<file path="config.mk">
export PLATFORM = sky130hd
export DESIGN_NAME = alu_issue_stage
export DESIGN_NICKNAME = d
export VERILOG_FILES = /design/src/rtl/alu_issue_pkg.sv /design/src/rtl/alu_issue_stage_decode.sv /design/src/rtl/alu_issue_stage.sv
export SDC_FILE = /design/constraint.sdc
export NUM_CORES = 1
export LEC_CHECK = 0
export CAP_MARGIN = 20
export CELL_PAD_IN_SITES_DETAIL_PLACEMENT = 0
export CELL_PAD_IN_SITES_GLOBAL_PLACEMENT = 1
export CORE_MARGIN = 2
export CORE_UTILIZATION = 25
export DETAILED_ROUTE_END_ITERATION = 12
export PLACE_DENSITY = 0.63
export RECOVER_POWER = 100
export SLEW_MARGIN = 40
export SYNTH_ARGS = -nofsm -noshare
export SYNTH_HDL_FRONTEND = slang
export SYNTH_SLANG_ARGS = --single-unit
</file>
<file path="constraint.sdc">
create_clock -name p_clk -period 4.1 [get_ports p_clk]
set_input_delay 0.615 -clock p_clk [delete_from_list [all_inputs] [get_ports p_clk]]
set_output_delay 0.615 -clock p_clk [all_outputs]
set_load 0.01 [all_outputs]
</file>
<file path="src/rtl/alu_issue_pkg.sv">
// alu_issue_pkg: shared definitions for the ALU decode-and-issue stage.
//   - datapath width
//   - ALUop class / sub-op encodings and the full 4-bit op codes
//   - MIPS64 opcode and R-type funct codes recognised by the decoder
//   - issue_bundle_t: the payload handed from the issue stage to EX
package alu_issue_pkg;

  localparam int WIDTH = 64;

  // ALUop[3:2] class
  localparam logic [1:0] CLS_LOGIC = 2'b00;
  localparam logic [1:0] CLS_ARITH = 2'b01;
  localparam logic [1:0] CLS_CMP   = 2'b10;
  localparam logic [1:0] CLS_SHIFT = 2'b11;

  // ALUop[1:0] sub-op, per class
  localparam logic [1:0] SUB_AND  = 2'b00;
  localparam logic [1:0] SUB_OR   = 2'b01;
  localparam logic [1:0] SUB_XOR  = 2'b10;
  localparam logic [1:0] SUB_NOR  = 2'b11;
  localparam logic [1:0] SUB_ADD  = 2'b00;
  localparam logic [1:0] SUB_ADDU = 2'b01;
  localparam logic [1:0] SUB_SUB  = 2'b10;
  localparam logic [1:0] SUB_SUBU = 2'b11;
  localparam logic [1:0] SUB_SLT  = 2'b10;
  localparam logic [1:0] SUB_SLTU = 2'b11;
  localparam logic [1:0] SUB_SLL  = 2'b00;
  localparam logic [1:0] SUB_SRL  = 2'b10;
  localparam logic [1:0] SUB_SRA  = 2'b11;

  // Full ALUop codes
  localparam logic [3:0] ALU_AND  = {CLS_LOGIC, SUB_AND};
  localparam logic [3:0] ALU_OR   = {CLS_LOGIC, SUB_OR};
  localparam logic [3:0] ALU_XOR  = {CLS_LOGIC, SUB_XOR};
  localparam logic [3:0] ALU_NOR  = {CLS_LOGIC, SUB_NOR};
  localparam logic [3:0] ALU_ADD  = {CLS_ARITH, SUB_ADD};
  localparam logic [3:0] ALU_ADDU = {CLS_ARITH, SUB_ADDU};
  localparam logic [3:0] ALU_SUB  = {CLS_ARITH, SUB_SUB};
  localparam logic [3:0] ALU_SUBU = {CLS_ARITH, SUB_SUBU};
  localparam logic [3:0] ALU_SLT  = {CLS_CMP, SUB_SLT};
  localparam logic [3:0] ALU_SLTU = {CLS_CMP, SUB_SLTU};
  localparam logic [3:0] ALU_SLL  = {CLS_SHIFT, SUB_SLL};
  localparam logic [3:0] ALU_SRL  = {CLS_SHIFT, SUB_SRL};
  localparam logic [3:0] ALU_SRA  = {CLS_SHIFT, SUB_SRA};

  // Opcodes
  localparam logic [5:0] OP_RTYPE  = 6'h00;
  localparam logic [5:0] OP_ADDI   = 6'h08;
  localparam logic [5:0] OP_ADDIU  = 6'h09;
  localparam logic [5:0] OP_SLTI   = 6'h0A;
  localparam logic [5:0] OP_SLTIU  = 6'h0B;
  localparam logic [5:0] OP_ANDI   = 6'h0C;
  localparam logic [5:0] OP_ORI    = 6'h0D;
  localparam logic [5:0] OP_XORI   = 6'h0E;
  localparam logic [5:0] OP_DADDI  = 6'h18;
  localparam logic [5:0] OP_DADDIU = 6'h19;

  // R-type funct codes
  localparam logic [5:0] FN_SLL   = 6'h00;
  localparam logic [5:0] FN_SRL   = 6'h02;
  localparam logic [5:0] FN_SRA   = 6'h03;
  localparam logic [5:0] FN_ADD   = 6'h20;
  localparam logic [5:0] FN_ADDU  = 6'h21;
  localparam logic [5:0] FN_SUB   = 6'h22;
  localparam logic [5:0] FN_SUBU  = 6'h23;
  localparam logic [5:0] FN_AND   = 6'h24;
  localparam logic [5:0] FN_OR    = 6'h25;
  localparam logic [5:0] FN_XOR   = 6'h26;
  localparam logic [5:0] FN_NOR   = 6'h27;
  localparam logic [5:0] FN_SLT   = 6'h2A;
  localparam logic [5:0] FN_SLTU  = 6'h2B;
  localparam logic [5:0] FN_DADD  = 6'h2C;
  localparam logic [5:0] FN_DADDU = 6'h2D;
  localparam logic [5:0] FN_DSUB  = 6'h2E;
  localparam logic [5:0] FN_DSUBU = 6'h2F;

  typedef struct packed {
    logic [3:0]       alu_op;
    logic [4:0]       shamt;
    logic [WIDTH-1:0] a;
    logic [WIDTH-1:0] b;
    logic [4:0]       rd;
    logic             wen;
    logic             trap_ovf;
    logic             illegal;
  } issue_bundle_t;

  // Immediate extension helpers
  function automatic logic [WIDTH-1:0] sext16(input logic [15:0] imm);
    return {{(WIDTH-16){imm[15]}}, imm};
  endfunction

  function automatic logic [WIDTH-1:0] zext16(input logic [15:0] imm);
    return {{(WIDTH-16){1'b0}}, imm};
  endfunction

endpackage

</file>
<file path="src/rtl/alu_issue_stage_decode.sv">
// alu_op_decode: purely combinational MIPS64 decode into an issue bundle.
// Ports:
//   instr   in  32     instruction word
//   rs_val  in  WIDTH  rs register read data
//   rt_val  in  WIDTH  rt register read data
//   bundle  out        decoded ALUop, SHAMT, operands, rd, wen, trap_ovf, illegal
// Unrecognised opcodes/functs produce an all-zero bundle with illegal set,
// so the entry still flows down the pipe in order but never writes back.
module alu_op_decode
  import alu_issue_pkg::*;
(
  input  logic [31:0]      instr,
  input  logic [WIDTH-1:0] rs_val,
  input  logic [WIDTH-1:0] rt_val,
  output issue_bundle_t    bundle
);

  logic [5:0]       opcode_s;
  logic [5:0]       funct_s;
  logic [15:0]      imm_s;
  logic [3:0]       alu_op_s;
  logic [4:0]       shamt_s;
  logic [WIDTH-1:0] a_s;
  logic [WIDTH-1:0] b_s;
  logic [4:0]       rd_s;
  logic             trap_s;
  logic             legal_s;

  assign opcode_s = instr[31:26];
  assign funct_s  = instr[5:0];
  assign imm_s    = instr[15:0];

  // Field decode: op code, operand selection, destination and trap enable
  always_comb begin
    alu_op_s = 4'b0000;
    shamt_s  = 5'd0;
    a_s      = rs_val;
    b_s      = rt_val;
    rd_s     = instr[15:11];
    trap_s   = 1'b0;
    legal_s  = 1'b1;
    case (opcode_s)
      OP_RTYPE: begin
        case (funct_s)
          FN_SLL, FN_SRL, FN_SRA: begin
            // Shifts operate on rt; B carries nothing
            a_s     = rt_val;
            b_s     = {WIDTH{1'b0}};
            shamt_s = instr[10:6];
            if (funct_s == FN_SLL) begin
              alu_op_s = ALU_SLL;
            end else if (funct_s == FN_SRL) begin
              alu_op_s = ALU_SRL;
            end else begin
              alu_op_s = ALU_SRA;
            end
          end
          FN_ADD, FN_DADD: begin
            alu_op_s = ALU_ADD;
            trap_s   = 1'b1;
          end
          FN_ADDU, FN_DADDU: alu_op_s = ALU_ADDU;
          FN_SUB, FN_DSUB: begin
            alu_op_s = ALU_SUB;
            trap_s   = 1'b1;
          end
          FN_SUBU, FN_DSUBU: alu_op_s = ALU_SUBU;
          FN_AND:  alu_op_s = ALU_AND;
          FN_OR:   alu_op_s = ALU_OR;
          FN_XOR:  alu_op_s = ALU_XOR;
          FN_NOR:  alu_op_s = ALU_NOR;
          FN_SLT:  alu_op_s = ALU_SLT;
          FN_SLTU: alu_op_s = ALU_SLTU;
          default: legal_s = 1'b0;
        endcase
      end
      OP_ADDI, OP_DADDI: begin
        alu_op_s = ALU_ADD;
        b_s      = sext16(imm_s);
        rd_s     = instr[20:16];
        trap_s   = 1'b1;
      end
      OP_ADDIU, OP_DADDIU: begin
        alu_op_s = ALU_ADDU;
        b_s      = sext16(imm_s);
        rd_s     = instr[20:16];
      end
      OP_SLTI: begin
        alu_op_s = ALU_SLT;
        b_s      = sext16(imm_s);
        rd_s     = instr[20:16];
      end
      OP_SLTIU: begin
        alu_op_s = ALU_SLTU;
        b_s      = sext16(imm_s);
        rd_s     = instr[20:16];
      end
      OP_ANDI: begin
        alu_op_s = ALU_AND;
        b_s      = zext16(imm_s);
        rd_s     = instr[20:16];
      end
      OP_ORI: begin
        alu_op_s = ALU_OR;
        b_s      = zext16(imm_s);
        rd_s     = instr[20:16];
      end
      OP_XORI: begin
        alu_op_s = ALU_XOR;
        b_s      = zext16(imm_s);
        rd_s     = instr[20:16];
      end
      default: legal_s = 1'b0;
    endcase
  end

  // Bundle assembly: illegal entries are squashed to a harmless all-zero op
  always_comb begin
    bundle = '0;
    if (legal_s) begin
      bundle.alu_op   = alu_op_s;
      bundle.shamt    = shamt_s;
      bundle.a        = a_s;
      bundle.b        = b_s;
      bundle.rd       = rd_s;
      bundle.wen      = (rd_s != 5'd0);
      bundle.trap_ovf = trap_s;
      bundle.illegal  = 1'b0;
    end else begin
      bundle.illegal  = 1'b1;
    end
  end

endmodule

</file>
<file path="src/rtl/alu_issue_stage.sv">
// alu_issue_stage: decode-and-issue stage feeding the 64-bit ALU.
// Ports:
//   p_clk, p_rst_n                 clock, async active-low reset
//   p_id_valid/p_id_ready          ID handshake (ready is a plain register)
//   p_id_instr, p_id_rs_val/rt_val instruction word and register read data
//   p_flush                        drop every held entry
//   p_ex_valid/p_ex_ready          EX handshake
//   p_ex_ALUop, p_ex_SHAMT, p_ex_A, p_ex_B, p_ex_rd, p_ex_wen,
//   p_ex_trap_ovf, p_ex_illegal    issued bundle, always from main entry M
// Storage is a main entry M plus a skid entry S. Because ready is registered,
// one extra bundle can arrive after M stalls; S absorbs it and ready drops.
module alu_issue_stage
  import alu_issue_pkg::*;
(
  input  logic             p_clk,
  input  logic             p_rst_n,
  input  logic             p_id_valid,
  output logic             p_id_ready,
  input  logic [31:0]      p_id_instr,
  input  logic [WIDTH-1:0] p_id_rs_val,
  input  logic [WIDTH-1:0] p_id_rt_val,
  input  logic             p_flush,
  output logic             p_ex_valid,
  input  logic             p_ex_ready,
  output logic [3:0]       p_ex_ALUop,
  output logic [4:0]       p_ex_SHAMT,
  output logic [WIDTH-1:0] p_ex_A,
  output logic [WIDTH-1:0] p_ex_B,
  output logic [4:0]       p_ex_rd,
  output logic             p_ex_wen,
  output logic             p_ex_trap_ovf,
  output logic             p_ex_illegal
);

  issue_bundle_t dec_bundle_s;
  issue_bundle_t m_bundle_r, m_bundle_s;
  issue_bundle_t s_bundle_r, s_bundle_s;
  logic          m_valid_r, m_valid_s;
  logic          s_valid_r, s_valid_s;
  logic          id_ready_r, id_ready_s;
  logic          accept_s;

  alu_op_decode u_decode (
    .instr  (p_id_instr),
    .rs_val (p_id_rs_val),
    .rt_val (p_id_rt_val),
    .bundle (dec_bundle_s)
  );

  assign accept_s = p_id_valid & id_ready_r;

  // Next-state of the M/S buffer and the registered upstream ready
  always_comb begin
    m_valid_s  = m_valid_r;
    s_valid_s  = s_valid_r;
    id_ready_s = id_ready_r;
    m_bundle_s = m_bundle_r;
    s_bundle_s = s_bundle_r;
    if (p_flush) begin
      // Flush wins over drain and accept alike
      m_valid_s  = 1'b0;
      s_valid_s  = 1'b0;
      id_ready_s = 1'b1;
    end else if (s_valid_r) begin
      // Ready is low here, so no accept can happen this cycle
      if (p_ex_ready) begin
        m_bundle_s = s_bundle_r;
        m_valid_s  = 1'b1;
        s_valid_s  = 1'b0;
        id_ready_s = 1'b1;
      end else begin
        id_ready_s = 1'b0;
      end
    end else if (accept_s) begin
      if (!m_valid_r || p_ex_ready) begin
        m_bundle_s = dec_bundle_s;
        m_valid_s  = 1'b1;
        id_ready_s = 1'b1;
      end else begin
        // M stalled: park in S and stop upstream from the next edge
        s_bundle_s = dec_bundle_s;
        s_valid_s  = 1'b1;
        id_ready_s = 1'b0;
      end
    end else begin
      id_ready_s = 1'b1;
      if (m_valid_r && p_ex_ready) begin
        m_valid_s = 1'b0;
      end else begin
        m_valid_s = m_valid_r;
      end
    end
  end

  // Buffer and handshake registers
  always_ff @(posedge p_clk or negedge p_rst_n) begin
    if (!p_rst_n) begin
      m_valid_r  <= 1'b0;
      s_valid_r  <= 1'b0;
      id_ready_r <= 1'b1;
      m_bundle_r <= '0;
      s_bundle_r <= '0;
    end else begin
      m_valid_r  <= m_valid_s;
      s_valid_r  <= s_valid_s;
      id_ready_r <= id_ready_s;
      m_bundle_r <= m_bundle_s;
      s_bundle_r <= s_bundle_s;
    end
  end

  assign p_id_ready    = id_ready_r;
  assign p_ex_valid    = m_valid_r;
  assign p_ex_ALUop    = m_bundle_r.alu_op;
  assign p_ex_SHAMT    = m_bundle_r.shamt;
  assign p_ex_A        = m_bundle_r.a;
  assign p_ex_B        = m_bundle_r.b;
  assign p_ex_rd       = m_bundle_r.rd;
  assign p_ex_wen      = m_bundle_r.wen;
  assign p_ex_trap_ovf = m_bundle_r.trap_ovf;
  assign p_ex_illegal  = m_bundle_r.illegal;

endmodule

</file>
# --- Yosys cells after proc, flatten, opt, wreduce, memory -nomap -nowiden ---
# Index checks and enable logic that the tools add are counted.
word_totals:
  regBits: 293
  input_bits: 165
  out_inout_bits: 147
op_classes:
  n_eq_ne: 28
  n_mux: 37
  bitwise_logic: 4
  n_reduce_logical: 24
ops:
  columns: ["cell", "count"]
  rows:
  - ["145-bit 2-to-1 mux", 4]
  - ["64-bit 2-to-1 mux", 3]
  - ["64-bit one-hot mux with 3 select lines", 1]
  - ["144-bit 2-to-1 mux", 1]
  - ["6-bit == test (second input constant)", 14]
  - ["6-bit by 4-bit == test with 1-bit output (second input constant)", 7]
  - ["4-bit one-hot mux with 10 select lines", 1]
  - ["4-bit one-hot mux with 7 select lines", 1]
  - ["1-bit 2-to-1 mux", 20]
  - ["17-bit OR reduction", 1]
  - ["5-bit 2-to-1 mux", 3]
  - ["6-bit by 2-bit == test with 1-bit output (second input constant)", 2]
  - ["6-bit by 5-bit == test with 1-bit output (second input constant)", 2]
  - ["6-bit logical NOT", 2]
  - ["2-bit OR reduction", 6]
  - ["9-bit OR reduction", 1]
  - ["4-bit AND reduction", 2]
  - ["3-bit OR reduction", 2]
  - ["6-bit OR reduction", 1]
  - ["5-bit nonzero test", 1]
  - ["4-bit 2-to-1 mux", 1]
  - ["4-bit by 3-bit != test with 1-bit output (second input constant)", 1]
  - ["1-bit one-hot mux with 2 select lines", 2]
  - ["2-bit nonzero test", 2]
  - ["10 further kinds", 12]

# --- Depth between registers and ports, before layout ---
logic_depth:
  ltp_word: 9
  depth_mapped: 9
  mapped_depth_nobuf: 5

# --- Hierarchy ---
# A second synthesis with hierarchy kept.
hier_totals:
  cells_unflattened: 1072
  hier_area_um2: 14751.6
by_module_without_submodules:
  columns: ["module", "instances", "cells_per_inst", "area_each_um2"]
  rows:
  - ["alu_issue_stage", 1, 789, 12778.5]
  - ["alu_op_decode", 1, 283, 1973.1]

# --- Worst setup path after synthesis ---
# No wires, ideal clock.
synth_path:
  kind: "input-to-reg"
  startpoint: "input p_id_instr[5]"
  endpoint: "register m_bundle_r, in the netlist p_ex_B[59]"
  setup_ns: 0.136
  arrival_time_ns: 2.360
  slack_ns: 1.604
  stages: 9
  path_cell_list: "clkbuf_1 or4_1 nor4b_2 buf_4 nor3_1 buf_6 buf_6 a221oi_1 nor3_1"
synth_between:
  elab_chain_cells: 8
  elab_cells_between_ends: 27
  cone_classes: "eq/ne (16); mux (8); reduce/logical (3)"
synth_lines:
  columns: ["item", "line_no", "text"]
  rows:
  - ["from (decl)", "alu_issue_stage.sv:19", "input logic [31:0] p_id_instr,"]
  - ["6-bit == test (tied with other cells)", "alu_issue_stage_decode.sv:44", "case (funct_s)"]
  - ["17-bit OR reduction (no source line) or 3-bit OR reduction (tied branches)", null, null]
  - ["1-bit 2-to-1 mux or 64-bit 2-to-1 mux (tied branches)", "alu_issue_stage_decode.sv:44", null]
  - ["1-bit one-hot mux with 2 select lines or 64-bit one-hot mux with 3 select lines (tied branches)", "alu_issue_stage_decode.sv:42", "case (opcode_s)"]
  - ["144-bit 2-to-1 mux (*)", "alu_issue_stage_decode.sv:120", "if (legal_s) begin"]
  - ["145-bit 2-to-1 mux (*)", "alu_issue_stage.sv:75", "if (!m_valid_r || p_ex_ready) begin"]
  - ["145-bit 2-to-1 mux (*)", "alu_issue_stage.sv:74", "end else if (accept_s) begin"]
  - ["145-bit 2-to-1 mux (*)", "alu_issue_stage.sv:64", "end else if (s_valid_r) begin"]
  - ["to (signal assigned)", "alu_issue_stage.sv:107", "m_bundle_r <= m_bundle_s;"]
  - ["to (decl)", "alu_issue_stage.sv:36", "issue_bundle_t m_bundle_r, m_bundle_s;"]
# Every way passes the cells marked *; elsewhere a longest branch is shown, timed or not. The select of a mux whose other input is x is not followed.
# A chain may end at the register's enable or synchronous reset.

# --- Final worst setup path ---
layout_path:
  startpoint: "input p_id_instr[28]"
  endpoint: "register s_bundle_r[129] (netlist name)"
layout_between:
  elab_chain_cells: 4
  elab_cells_between_ends: 14
  cone_classes: "eq/ne (9); mux (3); reduce/logical (2)"
layout_lines:
  columns: ["item", "line_no", "text"]
  rows:
  - ["6-bit by 4-bit == test with 1-bit output or 6-bit by 5-bit == test with 1-bit output (tied branches)", "alu_issue_stage_decode.sv:42", null]
  - ["9-bit OR reduction (no source line)", null, null]
  - ["1-bit one-hot mux with 2 select lines", "alu_issue_stage_decode.sv:42", null]
  - ["144-bit 2-to-1 mux (*)", "alu_issue_stage_decode.sv:120", null]
  - ["to (signal assigned)", "alu_issue_stage.sv:108", "s_bundle_r <= s_bundle_s;"]
  - ["to (decl)", "alu_issue_stage.sv:37", "issue_bundle_t s_bundle_r, s_bundle_s;"]
# Every way passes the cells marked *; elsewhere a longest branch is shown, timed or not.

==> results.txt <==
Synthesis produced a netlist with a net count of 1,535. The buffer and inverter count on the worst path came out at 2. The area added between synthesis and finish came out at 38.6%. Buffers inserted to repair hold after CTS numbered 0. The remaining number of nets flagged by the antenna check after routing came out at 0. The sum of negative setup slack came out at 0 ns. The number of distinct library cells after synthesis came out at 46. The total track usage is 17.3%. The number of max-slew violations in the final report came to 41. The die outline width is 235 um. The remaining max-slew budget at the tightest pin is -83.8%. Global routing used 23.1% of the available met1 tracks. The insertion delay to the later sink of the worst-skew pair is 0.54 ns. For hold timing, the worst endpoint is s_bundle_r[11]. The count of endpoints failing hold in the final timing report is 0.

The highest net fanout along the worst path is 35. The number of global-route vias before repair came to 12.1k. The initial core utilization is 25.3%. The deepest level of the CTS H-tree is 2. The synthesized netlist occupies a cell area of 13,300 um2.

The worst hold-check slack is 0.474 ns. The fill cell instance count of the final layout came out at 5,328. The first routing iteration left 788 violations. The most common cell in the synthesized netlist is sky130_fd_sc_hd__dfrtp_1. At the worst endpoint, the required time is 4.45 ns. Between clock sinks in the finished design, the worst skew comes to 0.0211 ns. The minimum setup slack among reg-to-reg paths is 0.73 ns. The fraction of registers with async set/reset came out at 100%.

The total of endpoints with negative setup slack in the final report is 0. The portion of the post-synthesis area used by sequential elements came out at 55.0%. The count of input and output buffers is 306. The checks that failed: capacitance limit, slew limit. 0 antenna diodes ended up in the layout.

The origin of the critical flop-to-flop path is s_valid_r. The peak per-stage delay on the critical path came out at 0.95 ns. The clock net sink count is 293. Across all layers, the routed design uses 11.8k vias. The detailed-route wire length per cell is 20.6 um. The most common flop cell mapped by yosys is sky130_fd_sc_hd__dfrtp_1. In the final layout, flip-flops and latches occupy 7330 um2. The detailed placer's ending HPWL came out at 30,500 um.

The root buffer cell is sky130_fd_sc_hd__clkbuf_16. The total routed wirelength is 48,300 um. The instance count on the critical path came out at 6. The startpoint identified for the worst hold timing path is s_bundle_r[11]. The area inside the core boundary came out at 52,700 um2.

The total of max-cap violations is 1. The flow ran to the end, but the final reports show violations. The data arrival time of the critical path came out at 3.82 ns. The part of the cycle the worst path needs came out at 84.5%. The area occupied by multi-input gates came out at 5410 um2.

The buffer count from post-CTS setup fixing is 0. The peak supply drop is 0.253 mV. The CTS tree is yes. The number of warnings issued by yosys is 0.

The post-synthesis average cell area came out at 9.73 um2. STA classifies the critical path endpoint as a flip-flop. The share of the synthesized area in the top cell type is 54.8%. In the post-synthesis netlist, the biggest area contributors are sky130_fd_sc_hd__dfrtp_1 (55%), sky130_fd_sc_hd__nor2_1 (6.8%), sky130_fd_sc_hd__a21oi_1 (5.7%), sky130_fd_sc_hd__mux2i_1 (4.9%), sky130_fd_sc_hd__nor3_1 (3.9%). The post-detailed-route DRC marker count is 0. The weighted congestion at the end of routability-driven global placement is 0.782. The post-route minimum period came out at 3.46 ns. The number of top-level pins came out at 312. The class of the worst hold path is reg2reg. The maximum clock frequency is 0.289 GHz.

The critical path's slowest cell is sky130_fd_sc_hd__nor4b_2. The path depth of the worst reg2reg path came out at 5. The worst-case clock buffer depth came out at 3. The layer flagged by global routing as most heavily used is met2. The die area is 55,200 um2. Clock-pin slew was measured on the worst setup and hold paths at 0.06 ns.

The number of antenna violations at the first check in global routing is 0. The wire length of the first global-routing pass is 75,600 um. The per-cell via count in the routed design is 5.03.

The destination of the worst register-to-register timing path is p_ex_rd[4]. The number of cell rows is 84. The final net count came out at 1,788.

The kind of cell adding the most delay to the critical path is simple AND/OR/NAND/NOR gates. The detailed-router iteration count before antenna repair came out at 5. The count of cells resized by post-cts repair came out at 0. The floorplan die height came out at 235 um. The register bit total from synthesis is 293. The worst setup path is launched from an input port.

The clock buffer count from CTS came out at 37. Summed over all cells, the static leakage comes to 0.00746 uW. The pin slew with the least headroom to its limit came out at 2.76 ns. The signal on the critical path passes through dlygate4sd3_1 -> or4_1 -> nor4b_2 -> buf_12 -> mux2i_1 -> a211oi_1. The aggregate global routing overflow came out at 0. The global-route track usage on met3 is 3.84%. The power per unit of standard cell area is 494 nW/um2. The post-route netlist has 6.97% of its cells at a drive strength greater than 1. The met2 track demand over resource in global routing came out at 27.9%.

The largest net degree at the start of global routing is 145. The post-synthesis instance total is 1,370. The commonest cells after synthesis are sky130_fd_sc_hd__dfrtp_1 (292), sky130_fd_sc_hd__nor2_1 (240), sky130_fd_sc_hd__a21oi_1 (152), sky130_fd_sc_hd__nor3_1 (103), sky130_fd_sc_hd__clkbuf_1 (90). In this run, synthesis inferred 0 flip-flops with an integrated enable. The cell taking the most area after synthesis is sky130_fd_sc_hd__dfrtp_1.

Setup repair after global routing left no endpoint under its margin. The critical path in this run is classified as in2reg. The cell count of the worst hold path is 2.
==> state kept, by name, summed over array words and instances (netlist names) <==
| register | count |
|---|---|
| p_ex_wen | 1 |
| p_ex_A | 64 |
| p_id_ready | 1 |
| p_ex_rd | 5 |
| p_ex_valid | 1 |
| s_valid_r | 1 |
| p_ex_ALUop | 4 |
| p_ex_B | 64 |
| s_bundle_r | 145 |
| p_ex_illegal | 1 |
| p_ex_SHAMT | 5 |
| p_ex_trap_ovf | 1 |
==> worst max-delay path by stage <==
| stage | from | endpoint | slack (ns) |
|---|---|---|---|
| after floorplan | p_id_instr[5] | p_ex_B[59] | 1.60 |
| after global placement | p_id_instr[5] | p_ex_B[30] | 0.46 |
| after detailed placement | p_id_instr[28] | p_ex_B[30] | 0.48 |
| after CTS | p_id_instr[28] | p_ex_B[30] | 1.06 |
| after global routing | p_rst_n | p_ex_A[0] | 0.48 |
| final | p_id_instr[28] | s_bundle_r[129] | 0.64 |
==> stage by stage <==
step / utilization (%) / area [um2] / cells / power [uW] / setup WS [ns]
after floorplan: - / 13300 / 1370 / 4710 / 1.60
after global placement: 32.4 / 17100 / 2263 / 5750 / 0.457
after detailed placement: 32.6 / 17200 / 2269 / 5810 / 0.477
after CTS: 35.1 / 18500 / 2336 / 9380 / 1.06
after global routing: 35.1 / 18500 / 2339 / 9630 / 0.476
final: 35.1 / 18500 / 2339 / 9120 / 0.635
==> cell type report <==
type,instances,area share [%]
Clock inverter,15,1.16
Clock buffer,52,5.98
Sequential cell,293,39.7
Multi-Input combinational cell,943,29.3
Timing Repair Buffer,346,19.2
Tap cell,688,4.66
Inverter,2,0.0407
==> per-layer routing <==
| layer | share of wire, % | routed length, um |
|---|---|---|
| met1 | 44 | 21500 |
| met4 | 2.4 | 1180 |
| met2 | 47 | 22800 |
| met5 | 0 | 0 |
| met3 | 5.8 | 2780 |
==> tightest hold or removal path: cells and delay by family (launching register included) <==
family,cells,cell delay (ns)
and+or+nand+nor,1,0.04
DFF,1,0.33
AOI/OAI and AO/OA,1,0.06
==> cells in the final DEF (no fill, tap or decap), types with 3 or more instances in the layout <==
master / instances
sky130_fd_sc_hd__a221oi_1: 48
sky130_fd_sc_hd__clkbuf_8: 10
sky130_fd_sc_hd__clkbuf_1: 8
sky130_fd_sc_hd__dfrtp_1: 292
sky130_fd_sc_hd__a22oi_1: 17
sky130_fd_sc_hd__nor3_1: 102
sky130_fd_sc_hd__o21ai_0: 56
sky130_fd_sc_hd__buf_12: 10
sky130_fd_sc_hd__nand2b_1: 6
sky130_fd_sc_hd__clkdlybuf4s50_1: 157
sky130_fd_sc_hd__o22a_1: 5
sky130_fd_sc_hd__buf_4: 18
sky130_fd_sc_hd__clkbuf_16: 38
sky130_fd_sc_hd__nor2_1: 239
sky130_fd_sc_hd__o21a_1: 5
sky130_fd_sc_hd__nor2b_1: 3
sky130_fd_sc_hd__buf_8: 3
sky130_fd_sc_hd__or4_1: 3
sky130_fd_sc_hd__and3_1: 24
sky130_fd_sc_hd__dlygate4sd3_1: 149
sky130_fd_sc_hd__a31oi_1: 7
sky130_fd_sc_hd__nand2_1: 50
sky130_fd_sc_hd__o22ai_1: 65
sky130_fd_sc_hd__bufinv_16: 5
sky130_fd_sc_hd__a211oi_1: 64
sky130_fd_sc_hd__a21oi_1: 152
sky130_fd_sc_hd__clkinv_2: 8
sky130_fd_sc_hd__mux2i_1: 65
==> logic make-up (layout without fill, tap and decap cells) <==
group | count (synthesis) | count (layout) | synth area share, %
compound gates | 432 | 432 | 20.5
flops | 293 | 293 | 55.0
xor+xnor | 1 | 1 | 0.0657
buf+inv | 134 | 415 | 4.58
simple gates | 445 | 445 | 14.9
mux | 65 | 65 | 4.88
==> where the power goes <==
group	leakage, uW	switching, uW	internal, uW	total [uW]
combinational	0.00316	919	889	1810
sequential	0.00364	326	3490	3820
clock	0.000654	1300	2190	3500
(Power assumes the default switching activity.)
==> edit (same flow settings) <==
Change the package constant `WIDTH` from 64 to 56.
--- a/src/rtl/alu_issue_pkg.sv
+++ b/src/rtl/alu_issue_pkg.sv
@@ -6,5 +6,5 @@
 package alu_issue_pkg;
 
-  localparam int WIDTH = 64;
+  localparam int WIDTH = 56;
 
   // ALUop[3:2] class
Interface: changed (resized p_ex_A, p_ex_B, p_id_rs_val and p_id_rt_val); port bits go from 312 to 280. The function was not compared with the original's and may differ.
==> edit against the original RTL <==
The run still ends with capacitance limit, slew limit left; maximum frequency rose by 7.0%; cell area fell by 12%; wire length fell by 11%; total power fell by 23%; sequential cell count fell by 32; final cell count fell by 11%; area after synthesis fell by 11%; worst setup slack improved by 0.23 ns; clock skew fell by 0.012 ns; critical path type is now register to register.
==> edit: results (changes against the original RTL) <==
- The global routing usage on met1 was 23.9% (+0.72 points).
* Total instance count after detailed placement: 2018 (-11%)
- The proportion of total power due to net switching came to 27.1% (-0.84 points).
* TritonCTS buffer count: 31 (-16%)
- The clock tree skew after final layout came to 0.00932 ns (-0.0117 ns).
- Worst reg2reg path endpoint: s_bundle_r[0]
* Number of antenna violations at the first check in global routing: 4 (+4)
- Synthesized netlist cell count: 1221 (-11%)
- The number of nets in the synthesized netlist came to 1370 (-11%).
* Slew at the pin closest to its max-slew limit: 2.19 ns (-0.563 ns)
- Max rail drop VDD: 0.265 mV (+4.6%)
* Top metal layer carrying routed signals: met5
- Flip-flop count of the largest register after layout: 129 (-11%)
* Failing checks: capacitance limit, slew limit
* First-pass GRT wire length: 66700 um (-12%)
* Fraction of layout cells with a size suffix above 1: 6.61% (-0.35 points)
- The clock latency reported for the late side of the worst-skew pair was 0.56 ns (+0.02 ns).
- The static leakage came to 0.00671 uW (-10%).
* Most instantiated cells after synthesis: sky130_fd_sc_hd__dfrtp_1, sky130_fd_sc_hd__nand2_1, sky130_fd_sc_hd__o21ai_0
- The via count of the first global-routing pass is 10600 (-12%).
- The number of filler cells placed in the layout came to 4860 (-8.8%).
- Critical Path Start: s_valid_r
- The per-cell via count in the routed design is 5.00 (-0.69%).
- Violation count after the first detailed-route iteration: 701 (-11%)
* Max Cap Violations: 2 (+1)
- The routability-driven placement congestion ratio came to 0.803 (+2.7%).
- Critical path arrival: 3.68 ns (-0.14 ns)
* Maximum number of pins on one net before global-route repair: 125 (-14%)
- Fraction of met3 tracks used by global routing: 4.02% (+0.17 points)
- HPWL after detailed placement: 27700 um (-9.3%)
- The routed length per placed instance is 20.7 um (+0.45%).
- Total global routing track utilization: 17.2% (-0.096 points)
* Post-synth cell types: 52 (+13%)
- Met1 wire length: 19400 um (-9.7%)
* Largest cells by area after synthesis: sky130_fd_sc_hd__dfrtp_1, sky130_fd_sc_hd__nand2_1, sky130_fd_sc_hd__o21ai_0
* Slew Limit Fails: 92 (+120%)
- Start point of the worst hold path: p_ex_B[31]
- Seq/Total Area, Yosys: 54.9% (-0.13 points)
- Following the worst setup path forward leads to its endpoint at s_bundle_r[0].
- The routed wire length on met2 came to 19900 um (-13%).
* Post-layout nets: 1595 (-11%)
* Endpoint of the worst hold-timing path: p_ex_B[31]
* Worst-case reg-to-reg path depth: 6 (+1)
- The flow ran to the end, but the final reports show violations.
- GRT met2 Usage: 26.9% (-0.92 points)
[edit: power by group through the flow]
stage               Clock (uW)  Sequential, uW  Combinational (uW)
floorplan                    0            3110                 440
global placement             0            3050                1290
detailed placement           0            3060                1310
CTS                       2880            3020                1310
global route              2990            3040                1340
finish                    2790            3000                1220
[edit: metrics by stage]
step	power [uW]	setup slack, ns	hold WS [ns]	instance area, um^2
after detailed placement	4370	0.673	0.462	15300
after global placement	4350	0.426	0.452	15200
after global routing	7370	0.573	0.496	16300
after CTS	7210	1.28	0.120	16300
final	7010	0.862	0.469	16300
after floorplan	3550	1.82	0.319	11900
[edit: logic make-up after synthesis]
| kind of cell | Yosys count | synth area share (%) |
|---|---|---|
| AOI/OAI and AO/OA | 465 | 24.3 |
| xor gates and xnor gates | 2 | 0.147 |
| adders and majority gates | 1 | 0.0841 |
| buffers and inverters | 120 | 4.58 |
| DFF | 261 | 54.9 |
| muxes | 60 | 5.08 |
| and+or+nand+nor | 312 | 10.9 |
[edit: critical path, stage by stage (launching register included)]
cell                       delay (ns)
sky130_fd_sc_hd__dfrtp_4         0.86
sky130_fd_sc_hd__inv_1           0.08
sky130_fd_sc_hd__buf_4           0.25
sky130_fd_sc_hd__and3_1          0.19
sky130_fd_sc_hd__nand3_1         0.14
sky130_fd_sc_hd__clkbuf_4        1.05
sky130_fd_sc_hd__mux2_2          0.42
[edit: area by class of cell]
| class | count | area (um^2) | area share (%) |
|---|---|---|---|
| multi-input combinational | 840 | 4860 | 29.9 |
| tap | 607 | 759 | 4.67 |
| inverter | 4 | 15.0 | 0.0924 |
| clock buffer | 48 | 940 | 5.78 |
| sequential | 261 | 6540 | 40.2 |
| timing repair buffer | 308 | 3070 | 18.9 |
| clock inverter | 6 | 80.1 | 0.493 |
| antenna | 1 | 2.50 | 0.0154 |
